[config.mk]
export PLATFORM = sky130hd
export DESIGN_NAME = temp_fan_ctrl
export DESIGN_NICKNAME = d
export VERILOG_FILES = /design/src/rtl/temp_fan_ctrl.sv
export SDC_FILE = /design/constraint.sdc
export NUM_CORES = 1
export LEC_CHECK = 0
export CAP_MARGIN = 25
export CORE_AREA = 2 2 84 86
export DETAILED_ROUTE_END_ITERATION = 10
export DIE_AREA = 0 0 86 88
export MAX_ROUTING_LAYER = met4
export PLACE_DENSITY = 0.55
export SLEW_MARGIN = 20
export SYNTH_ARGS = -nofsm -noshare
export SYNTH_HDL_FRONTEND = slang
export SYNTH_SLANG_ARGS = --single-unit
[constraint.sdc]
create_clock -name clk -period 2.5 [get_ports clk]
set_input_delay 0.25 -clock clk [delete_from_list [all_inputs] [get_ports clk]]
set_output_delay 0.25 -clock clk [all_outputs]
set_load 0.02 [all_outputs]
[src/rtl/temp_fan_ctrl.sv]
// -----------------------------------------------------------------------------
// temp_fan_ctrl
//
// Purpose:
//   Takes the 12-bit temperature word written by software to the Temperature
//   PIO and turns it into a fan state (OFF/LOW/HIGH/ALARM). Thresholds have a
//   hysteresis band on the way down and a minimum dwell time between
//   non-alarm state changes. The block drives a glitch-free PWM fan output and
//   a registered over-temperature alarm.
//
// Ports:
//   clk        in   1         system clock, rising edge
//   reset_n    in   1         asynchronous active-low reset
//   temp_in    in   12        unsigned temperature code (clk domain)
//   fan_state  out  2         0=OFF 1=LOW 2=HIGH 3=ALARM (registered)
//   duty       out  PWM_BITS  duty currently applied to the PWM (registered)
//   fan_pwm    out  1         PWM fan drive (registered)
//   alarm      out  1         high while in ALARM (registered)
//
// Build option:
//   TEMP_FAN_SOFTSTART_EN  when defined, duty increases ramp by at most 16 per
//                          PWM period; decreases still load directly.
// -----------------------------------------------------------------------------
module temp_fan_ctrl #(
   parameter int unsigned PWM_BITS    = 8,
   parameter int unsigned PRESCALE    = 4,
   parameter logic [11:0] T_LOW       = 12'd400,
   parameter logic [11:0] T_HIGH      = 12'd600,
   parameter logic [11:0] T_ALARM     = 12'd800,
   parameter logic [11:0] HYST        = 12'd20,
   parameter int unsigned HOLD_CYCLES = 1000
) (
   input  logic                clk,
   input  logic                reset_n,
   input  logic [11:0]         temp_in,
   output logic [1:0]          fan_state,
   output logic [PWM_BITS-1:0] duty,
   output logic                fan_pwm,
   output logic                alarm
);

   typedef enum logic [1:0] {
      ST_OFF   = 2'd0,
      ST_LOW   = 2'd1,
      ST_HIGH  = 2'd2,
      ST_ALARM = 2'd3
   } state_t;

   localparam int unsigned DW = (HOLD_CYCLES > 1) ? $clog2(HOLD_CYCLES) : 1;
   localparam int unsigned PW = (PRESCALE > 1) ? $clog2(PRESCALE) : 1;

   localparam logic [DW-1:0] DWELL_MAX = DW'(HOLD_CYCLES - 1);
   localparam logic [PW-1:0] PRESC_MAX = PW'(PRESCALE - 1);

   // Downward thresholds: the hysteresis band sits below each entry threshold.
   localparam logic [11:0] T_LOW_DN   = T_LOW - HYST;
   localparam logic [11:0] T_HIGH_DN  = T_HIGH - HYST;
   localparam logic [11:0] T_ALARM_DN = T_ALARM - HYST;

   localparam logic [PWM_BITS-1:0] DUTY_OFF  = '0;
   localparam logic [PWM_BITS-1:0] DUTY_LOW  = PWM_BITS'(1) << (PWM_BITS - 1);
   localparam logic [PWM_BITS-1:0] DUTY_HIGH = PWM_BITS'(3) << (PWM_BITS - 2);
   localparam logic [PWM_BITS-1:0] DUTY_FULL = '1;

   logic [11:0]         temp_q;
   state_t              state_q, state_d;
   logic [DW-1:0]       dwell_q, dwell_d;
   logic [PW-1:0]       presc_q, presc_d;
   logic [PWM_BITS-1:0] pwm_cnt_q, pwm_cnt_d;
   logic [PWM_BITS-1:0] duty_q, duty_d;
   logic                fan_pwm_q, fan_pwm_d;
   logic                alarm_q, alarm_d;

   logic                dwell_met;
   logic                tick;
   logic                wrap;
   logic [PWM_BITS-1:0] target;

`ifdef TEMP_FAN_SOFTSTART_EN
   localparam logic [PWM_BITS-1:0] RAMP_STEP = PWM_BITS'(16);
   logic [PWM_BITS-1:0] gap;
   assign gap = target - duty_q;
`endif

   assign dwell_met = (dwell_q == DWELL_MAX);
   assign tick      = (presc_q == PRESC_MAX);
   // Period boundary: the tick on which the counter rolls over to 0.
   assign wrap      = tick && (pwm_cnt_q == '1);

   always_comb begin
      state_d   = state_q;
      dwell_d   = dwell_q;
      presc_d   = presc_q;
      pwm_cnt_d = pwm_cnt_q;
      duty_d    = duty_q;
      target    = DUTY_OFF;

      // Alarm entry bypasses the dwell timer; every other step waits for it.
      if ((state_q != ST_ALARM) && (temp_q >= T_ALARM)) begin
         state_d = ST_ALARM;
      end else if (dwell_met) begin
         case (state_q)
            ST_ALARM: if (temp_q < T_ALARM_DN) state_d = ST_HIGH;
            ST_OFF:   if (temp_q >= T_LOW)     state_d = ST_LOW;
            ST_LOW: begin
               if (temp_q >= T_HIGH)           state_d = ST_HIGH;
               else if (temp_q < T_LOW_DN)     state_d = ST_OFF;
            end
            ST_HIGH:  if (temp_q < T_HIGH_DN)  state_d = ST_LOW;
            default:  state_d = state_q;
         endcase
      end

      if (state_d != state_q) begin
         dwell_d = '0;
      end else if (!dwell_met) begin
         dwell_d = dwell_q + 1'b1;
      end

      presc_d = tick ? '0 : presc_q + 1'b1;
      if (tick) begin
         pwm_cnt_d = pwm_cnt_q + 1'b1;
      end

      case (state_q)
         ST_LOW:   target = DUTY_LOW;
         ST_HIGH:  target = DUTY_HIGH;
         ST_ALARM: target = DUTY_FULL;
         default:  target = DUTY_OFF;
      endcase

      // Duty only changes at the period boundary so no runt pulse is emitted.
      if (wrap) begin
`ifdef TEMP_FAN_SOFTSTART_EN
         if (target > duty_q) begin
            duty_d = duty_q + ((gap > RAMP_STEP) ? RAMP_STEP : gap);
         end else begin
            duty_d = target;
         end
`else
         duty_d = target;
`endif
      end

      // Uses the next state so the drive goes high on the same edge that
      // enters ALARM rather than waiting for the period boundary.
      fan_pwm_d = (state_d == ST_ALARM) ? 1'b1 : (pwm_cnt_q < duty_q);
      alarm_d   = (state_d == ST_ALARM);
   end

   always_ff @(posedge clk or negedge reset_n) begin
      if (!reset_n) begin
         temp_q    <= '0;
         state_q   <= ST_OFF;
         dwell_q   <= '0;
         presc_q   <= '0;
         pwm_cnt_q <= '0;
         duty_q    <= '0;
         fan_pwm_q <= 1'b0;
         alarm_q   <= 1'b0;
      end else begin
         temp_q    <= temp_in;
         state_q   <= state_d;
         dwell_q   <= dwell_d;
         presc_q   <= presc_d;
         pwm_cnt_q <= pwm_cnt_d;
         duty_q    <= duty_d;
         fan_pwm_q <= fan_pwm_d;
         alarm_q   <= alarm_d;
      end
   end

   assign fan_state = state_q;
   assign duty      = duty_q;
   assign fan_pwm   = fan_pwm_q;
   assign alarm     = alarm_q;

endmodule

==> summary.md <==
| Metric | Value |
|---|---|
| Worst-Margin Slew | just over 0.8 ns |
| I/O pin total | 26 |
| Ys async rst share | 100% |
| Outcome | complete, no violations |
| Most frequent cells in the layout | dfrtp_1 (37), clkdlybuf4s50_1 (22), nor2_1 (17) |
| Starting density of the core | 29.3% |
| Final std cells w/o fill | 285 |
| Die width | about 86 um |
| Kind of start point of the critical path | register |
| Grt ovf | 0 |
| Clock transition at path regs | 0.07 ns |
| Cell count after synthesis | between 150 and 200 |
| #FFs+latches synth | 37 |
| Netlist cell types | 50 |
| Die area | 7570 um^2 |
| Post-CTS Setup Bufs | 0 |
| Fmax | around 460 MHz |
| Cells after DPL | roughly 280 |
| Final Hold Vio Count | 0 |
| Combinational fraction of design power | 17.1% |
| 1st-iter DRT viols | 80 |
| Number of flops mapped to enable cells by yosys | 0 |
| Tot GR Track Use | between 10% and 20% |
| CTS tree | built |
| N_diodes | 0 |
| Layout Area Growth over Synthesis | 17.6% |
| Max Fanout on Critical Path | 10 |
| DRC | 0 |
| Std cell rows | 30 |
| Switch share | just under 30% |
| Critical path class | register to register |
| Top_reg_cell synth | dfrtp_1 |
| Root Buffer | clkbuf_8 |
| Peak VDD IR | 0.000217 V |
| Int Power | between 0.0009 and 0.001 W |
| YS warnings | 0 |
| Syn Nets | about 210 |
| RD Place Congestion | 0.778 |
| Maximum number of pins on one net before global-route repair | 38 |
| Die Ht | 88 um |
| Net count, final | 230 |
| Pwr Density | ~600 nW/um^2 |
| CTS H-tree lvls | 2 |
| First-pass GRT wire length | ~6300 um |
| Core area | 6640 um^2 |
| RSZ-0062 raised after global routing | false |
| Worst setup EP type | register |
| Critical path required time | ~2.7 ns |
| Lkg Pwr | 0.942 nW |
| Final wirelength | 3620 um |
| Clk sinks | 37 |
| Syn Area/Cell | 10.7 um^2 |
| Total CTS buffers | 5 |
| Crit path arrival time | ~2.3 ns |
| Cts repair resizes | 0 |
| Port Buf Inserts | 23 |
| Sw power | roughly 0.00040 W |
| Slew HR | between 40% and 50% |
| Clock power share | 27.4% |
| Period Utilization, post-route | between 80% and 90% |
| DR vias/cell | approximately 5 |
| Worst setup path start | dwell_q[0] |
| Via count | 1430 |
| Max_cap viols | 0 |
| Reg-to-reg critical path startpoint | dwell_q[0] |
| Clock Skew | roughly 0.0053 ns |
| Seq/Total Area, Yosys | a little under half |
| Drt first pass iters | 4 |
| Synth Cell Area | 1950 um^2 |
| Clock tree buffer depth | 2 |
| Fin. max-slew vios | 0 |
| Number of global-route vias before repair | 1364 |
| Layout cells sized above 1 | ~11% |
| Routed len/inst | 12.7 um |
| Antenna viol nets, final | 0 |
| Final setup viols | 0 |
| Final setup TNS | 0 ns |
| Hold buffers post-CTS | 0 |
| Flop pwr share | 55.5% |
| DP HPWL | ~2600 um |
| FILL cells | about 680 |
| Worst skew pair latency | roughly 0.28 ns |
| Hold WC Path Type | input port to asynchronous set/reset pin |
| Most common cell after layout, fill and taps aside | dfrtp_1 |
| Antenna violations before repair | 0 |
| Period minus WS final | 2.17 ns |
[routing by layer]
layer	wire length, um	vias to the layer above	track usage [%]
met5	0	-	-
met4	74	0	5.05
met3	125	7	2.54
met2	1560	29	16.6
met1	1860	675	14.0
li1	-	719	-
[worst max-delay path: stages, from the launching register on]
cell and delay (ns):
dfrtp_1 0.42, ha_1 0.26, and4_1 0.25, and3_1 0.41
a31oi_2 0.22, o21ai_2 0.39, nor3_1 0.10
[sequential cells by signal, summed over array words and instances, names as in the netlist]
register   cells
dwell_q       10
temp_q        10
pwm_cnt_q      8
duty           3
fan_state      2
presc_q        2
alarm          1
fan_pwm        1
[final timing paths]
check,end,slack [ns],depth (start not counted)
max reg2reg,dwell_q[7],0.33,6
max in group asynchronous,fan_pwm,1.93,1
min in group clk,temp_q[6],0.40,1
min reg2reg,presc_q[0],0.43,1
min,pwm_cnt_q[1],0.06,1
max,dwell_q[7],0.33,6
[cells in the mapped netlist (4+ instances only)]
cell type  instances  area, um^2
a21oi_1            7        35.0
and3_1             4        25.0
buf_4              5        37.5
dfrtp_1           37         926
ha_1              10         125
inv_1              5        18.8
nand2_1            9        33.8
nand3_1           11        55.1
nand4_1            5        31.3
nor2_1            17        63.8
nor3_1            10        50.1
o21ai_0            6        30.0
xnor2_1            6        52.6
xor2_1             7        61.3
[through the flow]
stage          total power [W]  worst slack, ns  hold WS [ns]  instance area [um^2]  util [%]
4_1_cts                0.00140            0.326        0.0917                  2290      34.5
3_3_place_gp           0.00101            0.363         0.402                  2220      33.4
5_1_grt                0.00147           0.0959         0.125                  2290      34.5
6_report               0.00137            0.326        0.0601                  2290      34.5
2_1_floorplan         0.000917            0.645       -0.0456                  1950         -
3_5_place_dp           0.00101            0.357         0.403                  2220      33.4
[kinds of logic after synthesis]
logic type,after synthesis,share of synthesized area (%)
multiplexers,2,1.09
buffers and inverters,13,4.62
AO/OA/AOI/OAI,39,15.9
adder cells (fa/ha/maj),10,6.42
AND/OR/NAND/NOR,68,18.7
flip-flops,37,47.5
XOR/XNOR,13,5.84
[final cells by class]
type / count / area (um^2) / area share [%]
clock inverters: 1 / 5.00 / 0.218
flip-flops and latches: 37 / 926 / 40.4
well taps: 80 / 100 / 4.37
repair buffers: 25 / 240 / 10.5
multi-input cells: 132 / 933 / 40.7
clock buffers: 5 / 68.8 / 3.00
inverters: 5 / 18.8 / 0.819
[power by group through the flow]
| stage | Combinational, W | Clock [W] | Sequential (W) |
|---|---|---|---|
| 2_1_floorplan | 0.000162 | 0 | 0.000755 |
| 3_3_place_gp | 0.000238 | 0 | 0.000768 |
| 3_5_place_dp | 0.000240 | 0 | 0.000768 |
| 4_1_cts | 0.000239 | 0.000400 | 0.000758 |
| 5_1_grt | 0.000269 | 0.000422 | 0.000774 |
| 6_report | 0.000235 | 0.000375 | 0.000759 |
Power figures use the tool's default switching activity.
==> patch 1: new RTL, config.mk and constraints unchanged <==
Change the parameter `PRESCALE` from 4 to 2.
--- a/src/rtl/temp_fan_ctrl.sv
+++ b/src/rtl/temp_fan_ctrl.sv
@@ -24,5 +24,5 @@
 module temp_fan_ctrl #(
    parameter int unsigned PWM_BITS    = 8,
-   parameter int unsigned PRESCALE    = 4,
+   parameter int unsigned PRESCALE    = 2,
    parameter logic [11:0] T_LOW       = 12'd400,
    parameter logic [11:0] T_HIGH      = 12'd600,
Function: no difference found for any inputs over 10 cycles, from zero or initial values and one cycle with reset_n low; that may be too few to reach the edited logic, so the function may still have changed.
==> patch 1 against the original RTL <==
Power decreased by 7.3%. Global-route usage grew 0.54 points. Routed wire length grew 4.1%. Synthesized area is 2.7% lower. Sequential cell count down 1. Worst setup slack gained 0.11 ns. Synthesized cell count rose by 2.2%. Die area unchanged. Cell area down 1.4%. Critical endpoint is now dwell_q[5]. Largest cell class unchanged. Highest routed layer unchanged.
==> patch 1: results (changes against the original RTL) <==
global-route total usage across every layer=11.55% (+0.54 points); placed wire-length estimate after detailed placement=2810 um (+6.6%); Post-DP Area=2182 sq um (-1.6%); largest voltage drop on the vdd net=0.1720 mV (-21%); cell total after placement=282 (+1.1%); multiplexer share of the synthesized area=1.649% (+0.56 points); share of cells above drive strength 1=8.612% (-2.6 points); commonest cells in the netlist=36 x sky130_fd_sc_hd__dfrtp_1, 17 x sky130_fd_sc_hd__nor3_1, 16 x sky130_fd_sc_hd__nand2_1; CP Max Fanout=7 (-3); Global Route met3 Usage=2.639% (+0.094 points); Final GP Congestion=0.7651 (-1.6%); final std cells w/o fill=289 (+1.4%); Antenna Cells=0 (unchanged); met1 Usage GRT=14.57% (+0.55 points); DRC violation total after the first TritonRoute iteration=41 (-49%); routed length on met1=1863 um (+0.32%); post-synthesis share of cell area spent on full adders, half adders and majority gates=5.937% (-0.48 points); transition time at the pin with the least slew margin=0.8072 ns (-0.01244 ns); buffers added on ports=23 (unchanged); outcome=finished clean; first-pass GRT wire length=6582 um (+3.8%); via count of the first global-routing pass=1410 (+3.4%); leakage power figure=0.8962 nW (-4.9%); Crit path arrival time=2.23 ns (-0.09 ns); via density per instance=4.962 (-1.1%); met3 wire length=126 um (+0.80%); global routing met2 resource utilization=17.90% (+1.3 points); final clock skew=0.004955 ns (-0.0003747 ns); largest cells by area after synthesis=sky130_fd_sc_hd__dfrtp_1 47%, sky130_fd_sc_hd__ha_1 5.9%, sky130_fd_sc_hd__nor3_1 4.5%; Max Root-Sink Buffers=2 (unchanged); number of fill cells=659 (-2.7%); maximum number of pins on one net before global-route repair=37 (-2.6%); count of distinct cell types in the synthesized netlist=45 (-10%); Layout Nets=232 (+0.87%); post-synthesis compound-gate area fraction=14.84% (-1.0 points); DR WL met2=1736 um (+11%); Yosys warning count=0 (unchanged); sequential share of the synthesized area=47.49% (about the same); Highest Signal Layer=met4; aggregate routed wire length=3768 um (+4.1%); Post-Synthesis Cells=186 (+2.2%); clock transition at the register clock pins on the worst setup and hold paths after CTS=0.07 ns (about the same); share of the synthesized netlist area taken by xor and xnor gates=6.003% (+0.16 points); Synth Net Count=209 (+1.5%)
==> patch 1: layout make-up <==
class                           instances  area share, %
Clock buffer                            6          3.212
Clock inverter                          1         0.2215
Inverter                                6         0.9967
Multi-Input combinational cell        135          40.64
Sequential cell                        36          39.87
Tap cell                               80          4.430
Timing Repair Buffer                   25          10.63
==> patch 1: where the power goes <==
| part | switching, mW | leakage [nW] | internal [mW] |
|---|---|---|---|
| sequential | 0.0805 | 0.431 | 0.646 |
| clock | 0.189 | 0.0410 | 0.189 |
| combinational | 0.0817 | 0.424 | 0.0819 |
| total | 0.351 | 0.896 | 0.917 |
==> patch 1: final timing paths <==
| kind | from | to | slack, ns | cells past startpoint |
|---|---|---|---|---|
| worst max-delay path | temp_q[10] | dwell_q[5] | 0.44 | 6 |
| worst min-delay path | reset_n | temp_q[2] | 0.06 | 1 |
| worst max register to register | temp_q[10] | dwell_q[5] | 0.44 | 6 |
| worst min register to register | duty[6] | duty[6] | 0.50 | 2 |
| max in group asynchronous | reset_n | dwell_q[5] | 1.93 | 1 |
| min in group clk | temp_in[11] | temp_q[11] | 0.40 | 1 |
==> patch 1: metrics by stage <==
stage / setup WS [ns] / util (%)
final: 0.4382 / 34.01
after global routing: 0.2426 / 34.01
after CTS: 0.4147 / 34.01
after detailed placement: 0.4318 / 32.84
after global placement: 0.4688 / 32.84
after floorplan: 0.6230 / -
==> patch 1: worst max-delay path, cell delays in order, from the launching register on <==
cell                       delay (ns)
sky130_fd_sc_hd__dfrtp_1         0.43
sky130_fd_sc_hd__or4_4           0.59
sky130_fd_sc_hd__o21ai_2         0.23
sky130_fd_sc_hd__mux2i_1         0.18
sky130_fd_sc_hd__o211ai_2        0.27
sky130_fd_sc_hd__a31o_4          0.18
sky130_fd_sc_hd__nor3_1          0.06
==> patch 2: new RTL, same flow settings <==
Without the edit above. Put one more register stage on the output `alarm`, cleared by the reset. The value now appears one clock later. The other outputs are not delayed to match. Comments in the files are not updated.
--- a/src/rtl/temp_fan_ctrl.sv
+++ b/src/rtl/temp_fan_ctrl.sv
@@ -174,5 +174,11 @@
    assign duty      = duty_q;
    assign fan_pwm   = fan_pwm_q;
-   assign alarm     = alarm_q;
+   always_ff @(posedge clk or negedge reset_n) begin
+      if (!reset_n) begin
+         alarm <= '0;
+      end else begin
+         alarm <= alarm_q;
+      end
+   end
 
 endmodule
Formal check against the unedited RTL: not equivalent (Yosys sat finds a counterexample within 4 cycles, from zero or initial values and one cycle with reset_n low).
==> patch 2 against the original RTL <==
Worst setup slack better by 0.047 ns. Power is 13% higher. Core utilization grew 0.85 points. Count of clock-buffer cells in the layout increased by 1. Die area stayed put. Non-clock buffer count down 1. Synthesized area up 1.3%. Sequential cell count up 1. Critical endpoint is now dwell_q[8]. Routed wire length shrank 0.86%. Cell area rose by 2.5%. Sequential share of layout area up 0.097 points. Largest power group unchanged. Synthesized cell count grew 0.55%.
==> patch 2: results (changes against the original RTL) <==
average detailed-routed wire length per instance=12.54 um (-1.2%); final clock skew=0.006868 ns (+0.001539 ns); post-synthesis compound-gate area fraction=15.65% (-0.20 points); post-synthesis share of cell area spent on full adders, half adders and majority gates=6.337% (-0.081 points); number of fill cells=649 (-4.1%); largest registers=dwell_q (10), temp_q (10), pwm_cnt_q (8); internal power component=1.123 mW (+16%); Post-DP Area=2236 sq um (+0.79%); router iterations before antenna repair=4 (unchanged); leakage power figure=0.9647 nW (+2.4%); DRC violation total after the first TritonRoute iteration=66 (-18%); clock network latency to the later pin of the worst-skew pair=0.29 ns; placed wire-length estimate after detailed placement=2655 um (+0.73%); maximum number of pins on one net before global-route repair=39 (+2.6%); slowest cell on the critical path=sky130_fd_sc_hd__dfrtp_1; post-CTS repair timing setup buffer count=0 (unchanged); Final GP Congestion=0.8044 (+3.5%); H-tree levels=2 (unchanged); commonest cells in the netlist=38 x sky130_fd_sc_hd__dfrtp_1, 17 x sky130_fd_sc_hd__nor2_1, 11 x sky130_fd_sc_hd__nand3_1; synthesized area divided by synthesized cell count=10.79 sq um (+0.73%); largest voltage drop on the vdd net=0.2454 mV (+13%); number of antenna violations at the first check in global routing=0 (unchanged); share of cells above drive strength 1=11.17% (-0.054 points); cell total after placement=279 (unchanged); transition time at the pin with the least slew margin=0.8472 ns (+0.02751 ns); Crit path arrival time=2.28 ns (-0.04 ns); Max Root-Sink Buffers=2 (unchanged); outcome=finished clean; clock transition at the register clock pins on the worst setup and hold paths after CTS=0.08 ns; sequential share of the synthesized area=48.16% (+0.67 points); largest cells by area after synthesis=sky130_fd_sc_hd__dfrtp_1 48%, sky130_fd_sc_hd__ha_1 6.3%, sky130_fd_sc_hd__nor2_1 3.2%; via density per instance=5.056 (+0.77%); aggregate routed wire length=3587 um (-0.86%); Tightest Hold Check Type=in -> async; Synth Net Count=207 (+0.49%); multiplexer share of the synthesized area=1.077% (-0.014 points); Largest stage delay, worst path=0.41 ns; worst setup timing slack at the placement stage=0.3719 ns (+0.01488 ns); via count of the first global-routing pass=1409 (+3.3%); Layout Utilization=35.35% (+0.85 points); global-route total usage across every layer=11.08% (+0.068 points); first-pass GRT wire length=6389 um (+0.76%); share of the synthesized netlist area taken by xor and xnor gates=5.767% (-0.074 points)
[patch 2: final timing paths]
kind | startpoint | end | slack (ns) | cells after the start
worst max-delay path | dwell_q[0] | dwell_q[8] | 0.37 | 6
worst min register to register | alarm_q | alarm | 0.35 | 0
max in group asynchronous | reset_n | dwell_q[3] | 1.90 | 1
min in group clk | alarm_q | alarm | 0.35 | 0
worst min-delay path | reset_n | presc_q[0] | 0.06 | 1
worst max register to register | dwell_q[0] | dwell_q[8] | 0.37 | 6
[patch 2: per-layer routing]
layer	track usage, %	wire, um
met1	14.10	1801
met2	17.27	1557
met3	2.074	169
met4	4.762	59
met5	-	0
[patch 2: layout make-up]
| type | count | share of cell area (%) |
|---|---|---|
| clock buffer | 6 | 3.516 |
| timing repair buffer | 24 | 9.909 |
| multi-input combinational | 132 | 39.74 |
| sequential | 38 | 40.49 |
| tap | 80 | 4.262 |
| clock inverter | 1 | 1.279 |
| inverter | 5 | 0.7991 |
[patch 2: power groups by stage]
stage	clock network, mW	logic [mW]	registers (mW)
2_1_floorplan	0	0.162	0.774
3_3_place_gp	0	0.233	0.791
3_5_place_dp	0	0.237	0.792
4_1_cts	0.546	0.237	0.781
5_1_grt	0.575	0.268	0.799
6_report	0.528	0.233	0.781
[patch 2: cell families (layout without fill, tap and decap cells)]
group	Yosys count	in the layout
buffers and inverters	13	36
adder cells (fa/ha/maj)	10	10
XOR/XNOR	13	13
AO/OA/AOI/OAI	39	39
multiplexers	2	2
flip-flops	38	38
AND/OR/NAND/NOR	68	68
